$ cat config.mk
export PLATFORM = sky130hd
export DESIGN_NAME = ahb_master_arbiter
export DESIGN_NICKNAME = d
export VERILOG_FILES = /design/src/rtl/ahb_pkg.sv /design/src/rtl/rr_pick.sv /design/src/rtl/ahb_master_arbiter.sv
export SDC_FILE = /design/constraint.sdc
export NUM_CORES = 1
export LEC_CHECK = 0
export CAP_MARGIN = 10
export CORE_ASPECT_RATIO = 1.25
export CORE_MARGIN = 1.5
export CORE_UTILIZATION = 48
export DETAILED_ROUTE_END_ITERATION = 10
export GPL_ROUTABILITY_DRIVEN = 0
export GPL_TIMING_DRIVEN = 0
export PLACE_DENSITY_LB_ADDON = 0.05
export SETUP_SLACK_MARGIN = 0.3
export SLEW_MARGIN = 20
export SYNTH_ARGS = -nofsm -noshare
export SYNTH_HDL_FRONTEND = slang
export SYNTH_SLANG_ARGS = --single-unit
$ cat constraint.sdc
create_clock -name clk -period 2.2 [get_ports clk]
set_input_delay 0.33 -clock clk [delete_from_list [all_inputs] [get_ports clk]]
set_output_delay 0.33 -clock clk [all_outputs]
set_load 0.01 [all_outputs]
$ cat src/rtl/ahb_pkg.sv
`default_nettype none
//------------------------------------------------------------------------------
// Module      : ahb_pkg
// Description : Shared AHB definitions: HTRANS encodings, arbiter state enum
//               and master index width.
// Revision    : 1.0 - initial release
//------------------------------------------------------------------------------
package ahb_pkg;

    // Width of a master index (supports up to four masters)
    localparam int MIDX_W = 2;

    typedef enum logic [1:0] {
        HTRANS_IDLE   = 2'b00,
        HTRANS_BUSY   = 2'b01,
        HTRANS_NONSEQ = 2'b10,
        HTRANS_SEQ    = 2'b11
    } htrans_e;

    typedef enum logic [1:0] {
        ST_PARK   = 2'b00,
        ST_BUSY   = 2'b01,
        ST_LOCKED = 2'b10
    } arb_state_e;

endpackage
`default_nettype wire

$ cat src/rtl/rr_pick.sv
`default_nettype none
//------------------------------------------------------------------------------
// Module      : rr_pick
// Description : Combinational round-robin select. Scans requests starting at
//               last_i+1 (mod N) and checks last_i itself last.
// Revision    : 1.0 - initial release
//------------------------------------------------------------------------------
module rr_pick
    import ahb_pkg::*;
#(
    parameter int NUM_MASTERS = 3
) (
    input  logic [NUM_MASTERS-1:0] req_i,
    input  logic [MIDX_W-1:0]      last_i,
    output logic [NUM_MASTERS-1:0] grant_o,
    output logic [MIDX_W-1:0]      idx_o,
    output logic                   valid_o
);

    // First requester after the last owner wins; the owner itself comes last
    always_comb begin
        int j;
        j       = 0;
        grant_o = '0;
        idx_o   = '0;
        valid_o = 1'b0;
        for (int i = 1; i <= NUM_MASTERS; i++) begin
            j = (int'(last_i) + i) % NUM_MASTERS;
            if (!valid_o && req_i[j]) begin
                valid_o    = 1'b1;
                idx_o      = j[MIDX_W-1:0];
                grant_o[j] = 1'b1;
            end
        end
    end

endmodule
`default_nettype wire

$ cat src/rtl/ahb_master_arbiter.sv
`default_nettype none
//------------------------------------------------------------------------------
// Module      : ahb_master_arbiter
// Description : Round-robin AHB-Lite master arbiter with lock support,
//               maximum tenure and parking on a default master.
// Revision    : 1.0 - initial release
//------------------------------------------------------------------------------
module ahb_master_arbiter
    import ahb_pkg::*;
#(
    parameter int NUM_MASTERS    = 3,
    parameter int DEFAULT_MASTER = 0,
    parameter int MAX_BEATS      = 16
) (
    input  logic                   clk,
    input  logic                   reset,
    input  logic [NUM_MASTERS-1:0] hbusreq,
    input  logic [NUM_MASTERS-1:0] hlock,
    input  logic [1:0]             htrans,
    input  logic                   hready,
    output logic [NUM_MASTERS-1:0] hgrant,
    output logic [MIDX_W-1:0]      hmaster,
    output logic [MIDX_W-1:0]      hmaster_data,
    output logic                   hmastlock
);

    localparam int                     c_TEN_W   = $clog2(MAX_BEATS);
    localparam logic [c_TEN_W-1:0]     c_TEN_MAX = c_TEN_W'(MAX_BEATS - 1);
    localparam logic [MIDX_W-1:0]      c_DEF_IDX = MIDX_W'(DEFAULT_MASTER);

    arb_state_e                state_q, state_d;
    logic [NUM_MASTERS-1:0]    grant_q, grant_d;
    logic [MIDX_W-1:0]         owner_q, owner_d;
    logic [c_TEN_W-1:0]        tenure_q, tenure_d;
    logic [MIDX_W-1:0]         hmaster_q, hmaster_d;
    logic [MIDX_W-1:0]         hmaster_data_q, hmaster_data_d;
    logic                      hmastlock_q, hmastlock_d;

    logic [NUM_MASTERS-1:0]    w_pick_grant;
    logic [MIDX_W-1:0]         w_pick_idx;
    logic                      w_pick_valid;
    logic                      w_keep;
    logic                      w_others;
    logic                      w_active;
    logic                      w_handover_ok;
    logic [MIDX_W-1:0]         w_new_owner;
    logic [NUM_MASTERS-1:0]    w_new_grant;

    rr_pick #(
        .NUM_MASTERS (NUM_MASTERS)
    ) u_rr_pick (
        .req_i   (hbusreq),
        .last_i  (owner_q),
        .grant_o (w_pick_grant),
        .idx_o   (w_pick_idx),
        .valid_o (w_pick_valid)
    );

    // Arbitration decision, tenure update and pipeline of the owner indices
    always_comb begin
        state_d        = state_q;
        grant_d        = grant_q;
        owner_d        = owner_q;
        tenure_d       = tenure_q;
        hmaster_d      = hmaster_q;
        hmaster_data_d = hmaster_data_q;
        hmastlock_d    = hmastlock_q;

        w_others      = |(hbusreq & ~grant_q);
        w_active      = (htrans == HTRANS_NONSEQ) || (htrans == HTRANS_SEQ);
        // A forced handover may only land on an IDLE or NONSEQ address phase
        w_handover_ok = (htrans == HTRANS_IDLE) || (htrans == HTRANS_NONSEQ);

        case (state_q)
            ST_LOCKED: w_keep = hbusreq[owner_q] & hlock[owner_q];
            ST_BUSY:   w_keep = hbusreq[owner_q] &
                                ~((tenure_q == c_TEN_MAX) & w_others & w_handover_ok);
            default:   w_keep = 1'b0;
        endcase

        if (w_keep) begin
            w_new_owner = owner_q;
            w_new_grant = grant_q;
        end else if (w_pick_valid) begin
            w_new_owner = w_pick_idx;
            w_new_grant = w_pick_grant;
        end else begin
            w_new_owner = c_DEF_IDX;
            w_new_grant = '0;
            w_new_grant[DEFAULT_MASTER] = 1'b1;
        end

        if (hready) begin
            owner_d = w_new_owner;
            grant_d = w_new_grant;

            if (hlock[w_new_owner] && hbusreq[w_new_owner]) begin
                state_d = ST_LOCKED;
            end else if (hbusreq[w_new_owner]) begin
                state_d = ST_BUSY;
            end else begin
                state_d = ST_PARK;
            end

            if (w_new_grant != grant_q) begin
                tenure_d = '0;
            end else if (w_active && (tenure_q != c_TEN_MAX)) begin
                tenure_d = tenure_q + 1'b1;
            end

            hmaster_d      = owner_q;
            hmaster_data_d = hmaster_q;
            hmastlock_d    = hlock[owner_q] & hbusreq[owner_q];
        end
    end

    // State registers; reset parks the bus on the default master
    always_ff @(posedge clk or posedge reset) begin
        if (reset) begin
            state_q        <= ST_PARK;
            grant_q        <= NUM_MASTERS'(1) << DEFAULT_MASTER;
            owner_q        <= c_DEF_IDX;
            tenure_q       <= '0;
            hmaster_q      <= c_DEF_IDX;
            hmaster_data_q <= c_DEF_IDX;
            hmastlock_q    <= 1'b0;
        end else begin
            state_q        <= state_d;
            grant_q        <= grant_d;
            owner_q        <= owner_d;
            tenure_q       <= tenure_d;
            hmaster_q      <= hmaster_d;
            hmaster_data_q <= hmaster_data_d;
            hmastlock_q    <= hmastlock_d;
        end
    end

    assign hgrant       = grant_q;
    assign hmaster      = hmaster_q;
    assign hmaster_data = hmaster_data_q;
    assign hmastlock    = hmastlock_q;

endmodule
`default_nettype wire

**Word level (Yosys, flattened, before mapping)**

Cells that the tools add are included.

- Equal/unequal tests: 7
- Reduce and logical (&&, ||, !) cells: 15
- Add/subtract/negate cells: 4
- Divide/modulo/power cells: 3
- Bitwise gates (word level): 9
- Magnitude comparators: 8
- Muxes and demuxes: 41

Operators with widths:

| cell | count |
|---|---|
| $ge 32x1->1 const B | 3 |
| $lt 32x4->1 const B | 3 |
| $mod 32x3->32 const B | 3 |
| $mux 1 | 17 |
| $mux 3 | 5 |
| $bmux 1 s2 | 7 |
| $mux 2 | 6 |
| $mux 4 | 2 |
| $logic_and 1x1->1 | 7 |
| $add 2x2->3 const B | 2 |
| $demux 1 s2 | 3 |
| $eq 2x2->1 const B | 3 |
| $lt 2x3->1 const B | 2 |
| $or 3x3->3 | 2 |
| $add 4x1->4 const B | 1 |
| $and 1x1->1 | 4 |
| $eq 4x4->1 const B | 1 |
| $ne 4x4->1 const B | 1 |
| $add 2x1->3 const B | 1 |
| $and 3x3->3 | 1 |
| $ne 3x3->1 | 1 |
| $not 3->3 | 1 |
| $reduce_or 3->1 | 1 |
| $eq 2x1->1 const B | 1 |
| 7 further kinds | 9 |

- Word-level logic and storage cells: 94
- Register bits: 16
- Output and inout bits: 8

**Longest topological paths before layout**

Gate-level depths: netlist of run 1.

- Depth after elaboration: 18
- Depth in mapped cells: 10
- Gate-level depth less buffers: 9

**By module**

Synthesis of run 1 repeated with hierarchy kept, for this count alone.

- Cell total of the unflattened synthesis: 153
- Area total of the unflattened synthesis: 1365.1 um^2

By module, submodules not included:

| module | times used | cells each | area an instance (um^2) |
|---|---|---|---|
| ahb_master_arbiter | 1 | 113 | 1083.5 |
| rr_pick | 1 | 40 | 281.5 |

**Worst setup path after synthesis of run 1**

Ideal clock, no wire load.

- Path type: flip-flop to flip-flop
- Start point: register owner_q[0]
- End point: register state_q[0]
- Buffers on the path: 1
- Slack: -0.165 ns
- Data required time: 2.127 ns
- Library setup time: 0.073 ns
- Clock period less this slack: 2.365 ns
- Arrival: 2.292 ns
- Cell stages (with the launch flop): 11
- Cell sequence: dfrtp_1 > inv_1 > ha_1 > buf_2 > mux2i_1 > o22a_1 > nand3b_1 > a21boi_2 > a21oi_2 > mux2_4 > a21oi_2

- Longest elaborated chain between the ends: 18
- Elaborated cells between the ends (all ways): 41
- Those cells by class: 3 x add/sub; 3 x div; 28 x mux; 2 x bitwise; 5 x reduce/logical

RTL lines:

| item | RTL line | RTL |
|---|---|---|
| from (decl) | ahb_master_arbiter.sv:33 | `logic [MIDX_W-1:0] owner_q, owner_d;` |
| from (signal assigned) | ahb_master_arbiter.sv:122 | `owner_q <= c_DEF_IDX;` |
| from (signal assigned) | ahb_master_arbiter.sv:130 | `owner_q <= owner_d;` |
| $add 2x1->3 | rr_pick.sv:28 | `j = (int'(last_i) + i) % NUM_MASTERS;` |
| $mod 32x3->32 | rr_pick.sv:28 |  |
| $bmux 1 s2 | rr_pick.sv:29 | `if (!valid_o && req_i[j]) begin` |
| $mux 1 (implied by the code) (2 in a row) | rr_pick.sv:29 |  |
| $mux 1 | rr_pick.sv:29 |  |
| $logic_not 1->1 | rr_pick.sv:29 |  |
| $logic_and 1x1->1 | rr_pick.sv:29 |  |
| $mux 1 | rr_pick.sv:29 |  |
| $logic_not 1->1 | rr_pick.sv:29 |  |
| $logic_and 1x1->1 | rr_pick.sv:29 |  |
| $mux 2 / $mux 1 (equally long branches) | rr_pick.sv:29 |  |
| $mux 2 | ahb_master_arbiter.sv:84 | `end else if (w_pick_valid) begin` |
| $mux 2 * | ahb_master_arbiter.sv:81 | `if (w_keep) begin` |
| $bmux 1 s2, on equally long branches | ahb_master_arbiter.sv:97, ahb_master_arbiter.sv:99 |  |
| $mux 1, on equally long branches | ahb_master_arbiter.sv:97, ahb_master_arbiter.sv:99 |  |
| $mux 1 / $logic_and 1x1->1 (equally long branches) | ahb_master_arbiter.sv:99, ahb_master_arbiter.sv:97 |  |
| $mux 2 * | ahb_master_arbiter.sv:97 | `if (hlock[w_new_owner] && hbusreq[w_new_owner]) begin` |
| to (signal assigned) | ahb_master_arbiter.sv:128 | `state_q <= state_d;` |
| to (decl) | ahb_master_arbiter.sv:31 | `arb_state_e state_q, state_d;` |

Mark *: on every way between the ends. The rest lies on a longest branch, timed or not. The select of a mux whose other input is x is not followed.
A chain may end at the register's enable or synchronous reset.

**Worst setup path after layout of run 1**

- Start point: register owner_q[1]
- End point: register state_q[0]

The elaborated chain is that of the path after synthesis.

==> results of run 1 <==
[cell usage after synthesis, drive strengths merged, types with 3 or more instances]
cell type	count	area, um^2
a211oi	4	30.03
a21boi	3	30.03
a21oi	8	55.05
clkbuf	3	11.26
dfrtp	15	375.4
ha	7	87.58
inv	9	33.78
mux2	6	75.07
mux2i	8	80.08
nand2	12	45.04
nand2b	6	37.54
nand3	4	20.02
nand3b	3	22.52
nor2	4	15.01
nor3	3	15.01
o21ai	7	35.03
xnor2	3	26.28
xor2	3	26.28
[worst max path at each step]
stage | start | endpoint | slack [ns] | cells past startpoint
global route | owner_q[0] | tenure_q[1] | -0.16 | 11
finish | owner_q[1] | state_q[0] | -0.09 | 9
floorplan | owner_q[0] | state_q[0] | -0.0006 | 10
CTS | owner_q[1] | tenure_q[2] | -0.06 | 8
detailed placement | hbusreq[2] | state_q[0] | -0.35 | 8
global placement | hbusreq[2] | state_q[0] | -0.33 | 8
[metal layers]
metal / up-vias / share of wire [%]
met5: - / 0
met4: 0 / 0.86
met3: 2 / 2.9
met2: 33 / 53
met1: 536 / 43
li1: 557 / -
[critical path, delay by kind of cell (launching register included)]
| kind | cells | cell delay [ns] |
|---|---|---|
| AO/OA/AOI/OAI | 4 | 0.66 |
| adder cells (fa/ha/maj) | 1 | 0.30 |
| buffers and inverters | 1 | 0.12 |
| flip-flops | 1 | 0.50 |
| multiplexers | 2 | 0.53 |
| AND/OR/NAND/NOR | 1 | 0.12 |
[cells by family (layout without fill, tap and decap cells)]
logic type | after synthesis | in the layout | synth area share (%)
AO/OA/AOI/OAI | 35 | 35 | 21.36
XOR/XNOR | 6 | 6 | 4.192
adder cells (fa/ha/maj) | 7 | 7 | 6.986
buffers and inverters | 14 | 46 | 4.890
flip-flops | 16 | 16 | 32.04
multiplexers | 14 | 14 | 12.38
AND/OR/NAND/NOR | 42 | 42 | 18.16
[layout by cell type, fill, tap and decap left out, types with 5 or more instances in the layout]
cell and count:
clkdlybuf4s50_1 14, dfrtp_1 13, nand2_1 10, buf_4 9, inv_1 7, nand2b_1 5
mux2i_1 5
[cell type report]
cell class | instances | area (um^2) | share of cell area, %
multi-input combinational | 104 | 992.2 | 54.92
timing repair buffer | 28 | 259.0 | 14.34
tap | 33 | 41.29 | 2.285
sequential | 16 | 404.1 | 22.37
clock buffer | 4 | 36.28 | 2.008
buffer | 5 | 37.54 | 2.078
inverter | 9 | 36.28 | 2.008
[per-stage QoR]
stage | hold slack, ns | setup TNS [ns] | total power, mW | area [um^2]
detailed placement | 0.4997 | -2.413 | 1.946 | 1514
global placement | 0.4891 | -2.136 | 1.902 | 1514
CTS | 0.4306 | -0.1917 | 2.539 | 1717
floorplan | 0.2429 | -0.0006308 | 1.588 | 1313
finish | 0.4199 | -0.4073 | 2.780 | 1807
global route | 0.4597 | -0.8978 | 2.965 | 1807
[sequential cells by signal (all words and copies together), names as in the netlist]
name,flops
hmaster_data,2
hmaster,2
owner_q,2
hmastlock,1
hgrant,3
tenure_q,4
state_q,2
[where the power goes]
group	internal (mW)	switching, mW
Combinational	1.08	0.978
Sequential	0.421	0.120
Clock	0.101	0.0845
[what timing repair did]
action	CTS	global route
hold buffers	0	0
gates resized for setup	22	16
endpoints found under the setup margin	11	11
cloned	0	0
pin swaps	10	10
setup buffers	9	3
==> out/results.tsv, run 1 <==
metric	value	unit
setup_viol	6	
drcViolationCount	0	
ios	19	
drive_above_1_share	37.95	%
track_usage	20.91	%
drv_cap	0	
async_flop_share	100.0	%
drv_slew	0	
grt_pass1_wl	4733	um
first_pass_iters	4	
rsz0062_at_grt	true	
met1_usage	25.12	%
antenna_left	0	
synth_edf_count	0	
crit_type	reg -> reg	
fp.dieArea	2929	um^2
status	complete, but fails checks	
r2r_slack	-0.09	ns
cts_tree	done	
fin_cells	199	
row_count	20	
fin_crit_sh	104.0	%
power_density	1539	nW/um^2
overflow	0	
cp_max_fo	8	
r2r_end	state_q[0]	
die-width	48.71	um
hold_viol_final	0	
violations	setup timing	
routed_wl	2909	um
grt_use_met3	1.500	%
avgSynthCellArea	9.356	um^2
clock_path_buffers	2	
fmax	0.4372	GHz
antenna_found_initial	0	
rr_startpoint	owner_q[1]	
place_ws	-0.3540	ns
crit_slowest_cell	dfrtp_2	
timing.slew.headroom	60.77	%
grt_busiest_layer	met2	
detailroute.via_count	1128	
cts_root_buf	clkbuf_4	
cp-start-kind	flip-flop	
wl_per_cell	14.62	um
ys.warnings.count	0	
port_buffers	16	
place_inst	183	
cts_buffers	3	
synthCells	134	
clock_latency	0.27	ns
synthesis.nets	152	
n_antenna_cell	0	
synth_area	1254	um^2
clkTransAtPathRegs	0.09	ns
setup_ws	-0.08743	ns
nFillCells	195	
hp-class	in -> async	
power_leakage	0.7557	nW
hpwl	2054	um
fin_nets	185	
required	2.41	ns
fin_util	73.67	%
end_kind	flip-flop	
design.core.area	2452	um^2
path_cells	ha_4, buf_8, mux2i_2, o22a_4, nand3b_1, a21boi_4, a21oi_4, mux2_4, a21oi_2	
initial_utilization	51.12	%
die_h	60.14	um
synth-seq-cells	16	
cp_slowest_stage_delay	0.50	ns
vias_per_cell	5.668	
area_growth	44.11	%
ir_drop	0.0009363	V
grt_pass1_vias	1052	
worstMarginPinSlew	0.5877	ns
h-tree-depth	1	
ys.flop_type	dfrtp_1	
fin_crit	2.287	ns
worst-endpoint-arrival	2.50	ns
synth-seq-area-share	32.04	%
grtUsageMet2	39.14	%
r2r.worst_path.cells	9	
ys_types	45	
grt_max_degree	17	
fin_skew	0.0009640	ns
clock-sinks	16	
drt-initial-drc-count	14	
Note: power is estimated with default switching activity, not from simulation.
==> run 2, diff against run 1 <==
--- a/config.mk
+++ b/config.mk
@@ -5,11 +5,12 @@
 export SDC_FILE = /design/constraint.sdc
 export NUM_CORES = 1
 export LEC_CHECK = 0
-export CAP_MARGIN = 10
+export CAP_MARGIN = 25
 export CORE_ASPECT_RATIO = 1.25
 export CORE_MARGIN = 1.5
-export CORE_UTILIZATION = 48
+export CORE_UTILIZATION = 56
 export DETAILED_ROUTE_END_ITERATION = 10
+export DONT_BUFFER_PORTS = 1
 export GPL_ROUTABILITY_DRIVEN = 0
 export GPL_TIMING_DRIVEN = 0
 export PLACE_DENSITY_LB_ADDON = 0.05
==> run 2 against run 1 <==
Against the previous run: the run ends with hold timing, setup timing left; die area shrank 14%; core utilization shrank 1.6 points; fmax grew 2.7%; worst setup slack gained 0.060 ns; via count shrank 8.9%; clock power grew 5%; flip-flop and latch count is the same; sequential share of layout area grew 3.5 points; clock skew grew 0.0011 ns; critical endpoint unchanged; largest power group unchanged.
==> out/results.tsv, run 2 (synthesis gave the netlist of run 1 again) <==
metric	value	unit	change
fp.dieArea	2533	um^2	was 2929 um^2
drv_cap	0		unchanged
drive_above_1_share	37.16	%	was 37.95%
row_count	19		was 20
path_cells	ha_4, buf_6, mux2i_1, o22a_2, nand3b_1, a21boi_4, a21oi_4, mux2_4, a21oi_2		was ha_4, buf_8, mux2i_2, o22a_4, nand3b_1, a21boi_4, a21oi_4, mux2_4, a21oi_2
final_area	1560	um^2	was 1807 um^2
required	2.42	ns	was 2.41 ns
overflow	0		unchanged
whs	-0.02540	ns	was 0.4199 ns
hold_viol_final	15		was 0
cp_slowest_stage_delay	0.48	ns	was 0.50 ns
top_layer	met4		unchanged
cp-start-kind	flip-flop		unchanged
met1_length	1086	um	was 1246 um
die-width	45.32	um	was 48.71 um
worst-endpoint-arrival	2.45	ns	was 2.50 ns
clock_latency	0.29	ns	was 0.27 ns
regMostFlops	tenure_q		unchanged
vias_per_cell	5.743		was 5.668
drv_slew	0		unchanged
port_buffers	0		was 16
clock-sinks	16		unchanged
detailroute.via_count	1028		was 1128
die_h	55.90	um	was 60.14 um
fin_crit	2.227	ns	was 2.287 ns
r2r_slack	-0.03	ns	was -0.09 ns
track_usage	23.85	%	was 20.91%
cts_buffers	3		unchanged
cp_top_family	compound AO/OA/AOI/OAI gates		unchanged
first_pass_iters	4		unchanged
grt_pass1_vias	1043		was 1052
place_inst	165		was 183
wl_met2	1486	um	was 1553 um
violations	hold timing, setup timing		was setup timing
cp_max_fo	5		was 8
fin_nets	167		was 185
drt-initial-drc-count	29		was 14
end_kind	flip-flop		unchanged
clkTransAtPathRegs	0.09	ns	about the same
n_antenna_cell	0		unchanged
setup_viol	1		was 6
routed_wl	2691	um	was 2909 um
rsz0062_at_grt	true		unchanged
ir_drop	0.001190	V	was 0.0009363 V
area_growth	24.45	%	was 44.11%
setup_ws	-0.02704	ns	was -0.08743 ns
fin_util	72.12	%	was 73.67%
dr_wl_met3	67	um	was 84 um
clock_path_buffers	2		unchanged
fin_skew	0.002051	ns	was 0.0009640 ns
power_density	1541	nW/um^2	was 1539 nW/um^2
fin_cells	179		was 199
h-tree-depth	1		unchanged
crit_type	reg -> reg		unchanged
antenna_left	0		unchanged
largest_register_ff_count	4		unchanged
place_ws	-0.2167	ns	was -0.3540 ns
drcViolationCount	0		unchanged
cp.depth	9		unchanged
crit_start	owner_q[1]		unchanged
cts_tree	done		unchanged
timing.slew.headroom	61.32	%	was 60.77%
status	complete, but fails checks		unchanged
worstMarginPinSlew	0.5796	ns	was 0.5877 ns
r2r.worst_path.cells	9		unchanged
initial_utilization	57.95	%	was 51.12%
cts_root_buf	clkbuf_4		unchanged
crit_slowest_cell	dfrtp_2		unchanged
grt_max_degree	17		unchanged
final_cell_mix	dfrtp_1, nand2_1, buf_4, mux2i_1, inv_1		was clkdlybuf4s50_1, dfrtp_1, nand2_1, buf_4, inv_1
hpwl	1971	um	was 2054 um
antenna_found_initial	0		unchanged
fin_crit_sh	101.2	%	was 104.0%
placed_area	1351	um^2	was 1514 um^2
design.core.area	2163	um^2	was 2452 um^2
mostFrequentLayoutCell	dfrtp_1		was clkdlybuf4s50_1
fmax	0.4490	GHz	was 0.4372 GHz
path_buf_inv	1		unchanged
ios	19		unchanged
wl_per_cell	15.03	um	was 14.62 um
rr_startpoint	owner_q[1]		unchanged
power_leakage	0.6583	nW	was 0.7557 nW
hp-class	in -> async		unchanged
grt_pass1_wl	4533	um	was 4733 um
[run 2: changes by cell type in the layout (fill, tap and decap cells not counted), moves of 2 or more]
cell	previous run	this run
clkdlybuf4s50_1	14	0
a21oi_2	4	2
dlygate4sd2_1	2	0
mux2i_1	5	7
mux2i_2	3	1
nand2_2	0	2
nand2_4	2	0
o21ai_0	3	5
[run 2: metrics by stage]
step / hold WS (ns) / total power [mW] / setup TNS (ns)
floorplan: 0.2429 / 1.588 / -0.0006308
global placement: 0.3033 / 1.752 / -0.4858
detailed placement: 0.3170 / 1.803 / -0.8178
CTS: 0.002281 / 2.153 / -0.4136
global route: 0.01489 / 2.589 / -0.3021
finish: -0.02540 / 2.404 / -0.02704
[run 2: worst reg2reg max path: stages, from the launching register on]
cell and delay [ns]:
dfrtp_2 0.48, ha_4 0.30, buf_6 0.11, mux2i_1 0.17, o22a_2 0.21, nand3b_1 0.11, a21boi_4 0.18, a21oi_4 0.18
mux2_4 0.32, a21oi_2 0.11
[run 2: cell type report]
cell class	instances	area [um^2]
plain buffers	5	33.78
well taps	31	38.79
clock buffers	4	36.28
fillers	169	603.1
inverters	9	36.28
multi-input cells	104	934.6
repair buffers	10	76.32
flip-flops and latches	16	404.1
[run 2: path summary, 6_finish.rpt]
check,to
max,state_q[0]
min,tenure_q[3]
max reg2reg,state_q[0]
max in group asynchronous,owner_q[0]
min reg2reg,hgrant[0]
min in group clk,state_q[1]
[run 2: routing by layer]
| layer | track usage (%) | up-vias |
|---|---|---|
| met4 | 7.563 | 0 |
| met3 | 2.273 | 5 |
| met5 | 0 | - |
| met2 | 43.47 | 19 |
| met1 | 27.69 | 486 |
| li1 | - | 518 |
[run 2: repair_timing]
action | 4_1_cts | 5_1_grt
pin swaps | 4 | 12
cloned | 1 | 0
hold buffers | 0 | 0
resized for setup | 3 | 18
setup buffers | 6 | 3
setup endpoints to repair | 11 | 11
hold endpoints to repair | 0 | 0
[run 2: where the power goes]
group | total (mW) | internal, mW | switching, mW
Sequential | 0.577 | 0.421 | 0.156
Combinational | 1.63 | 0.811 | 0.820
Clock | 0.195 | 0.101 | 0.0941
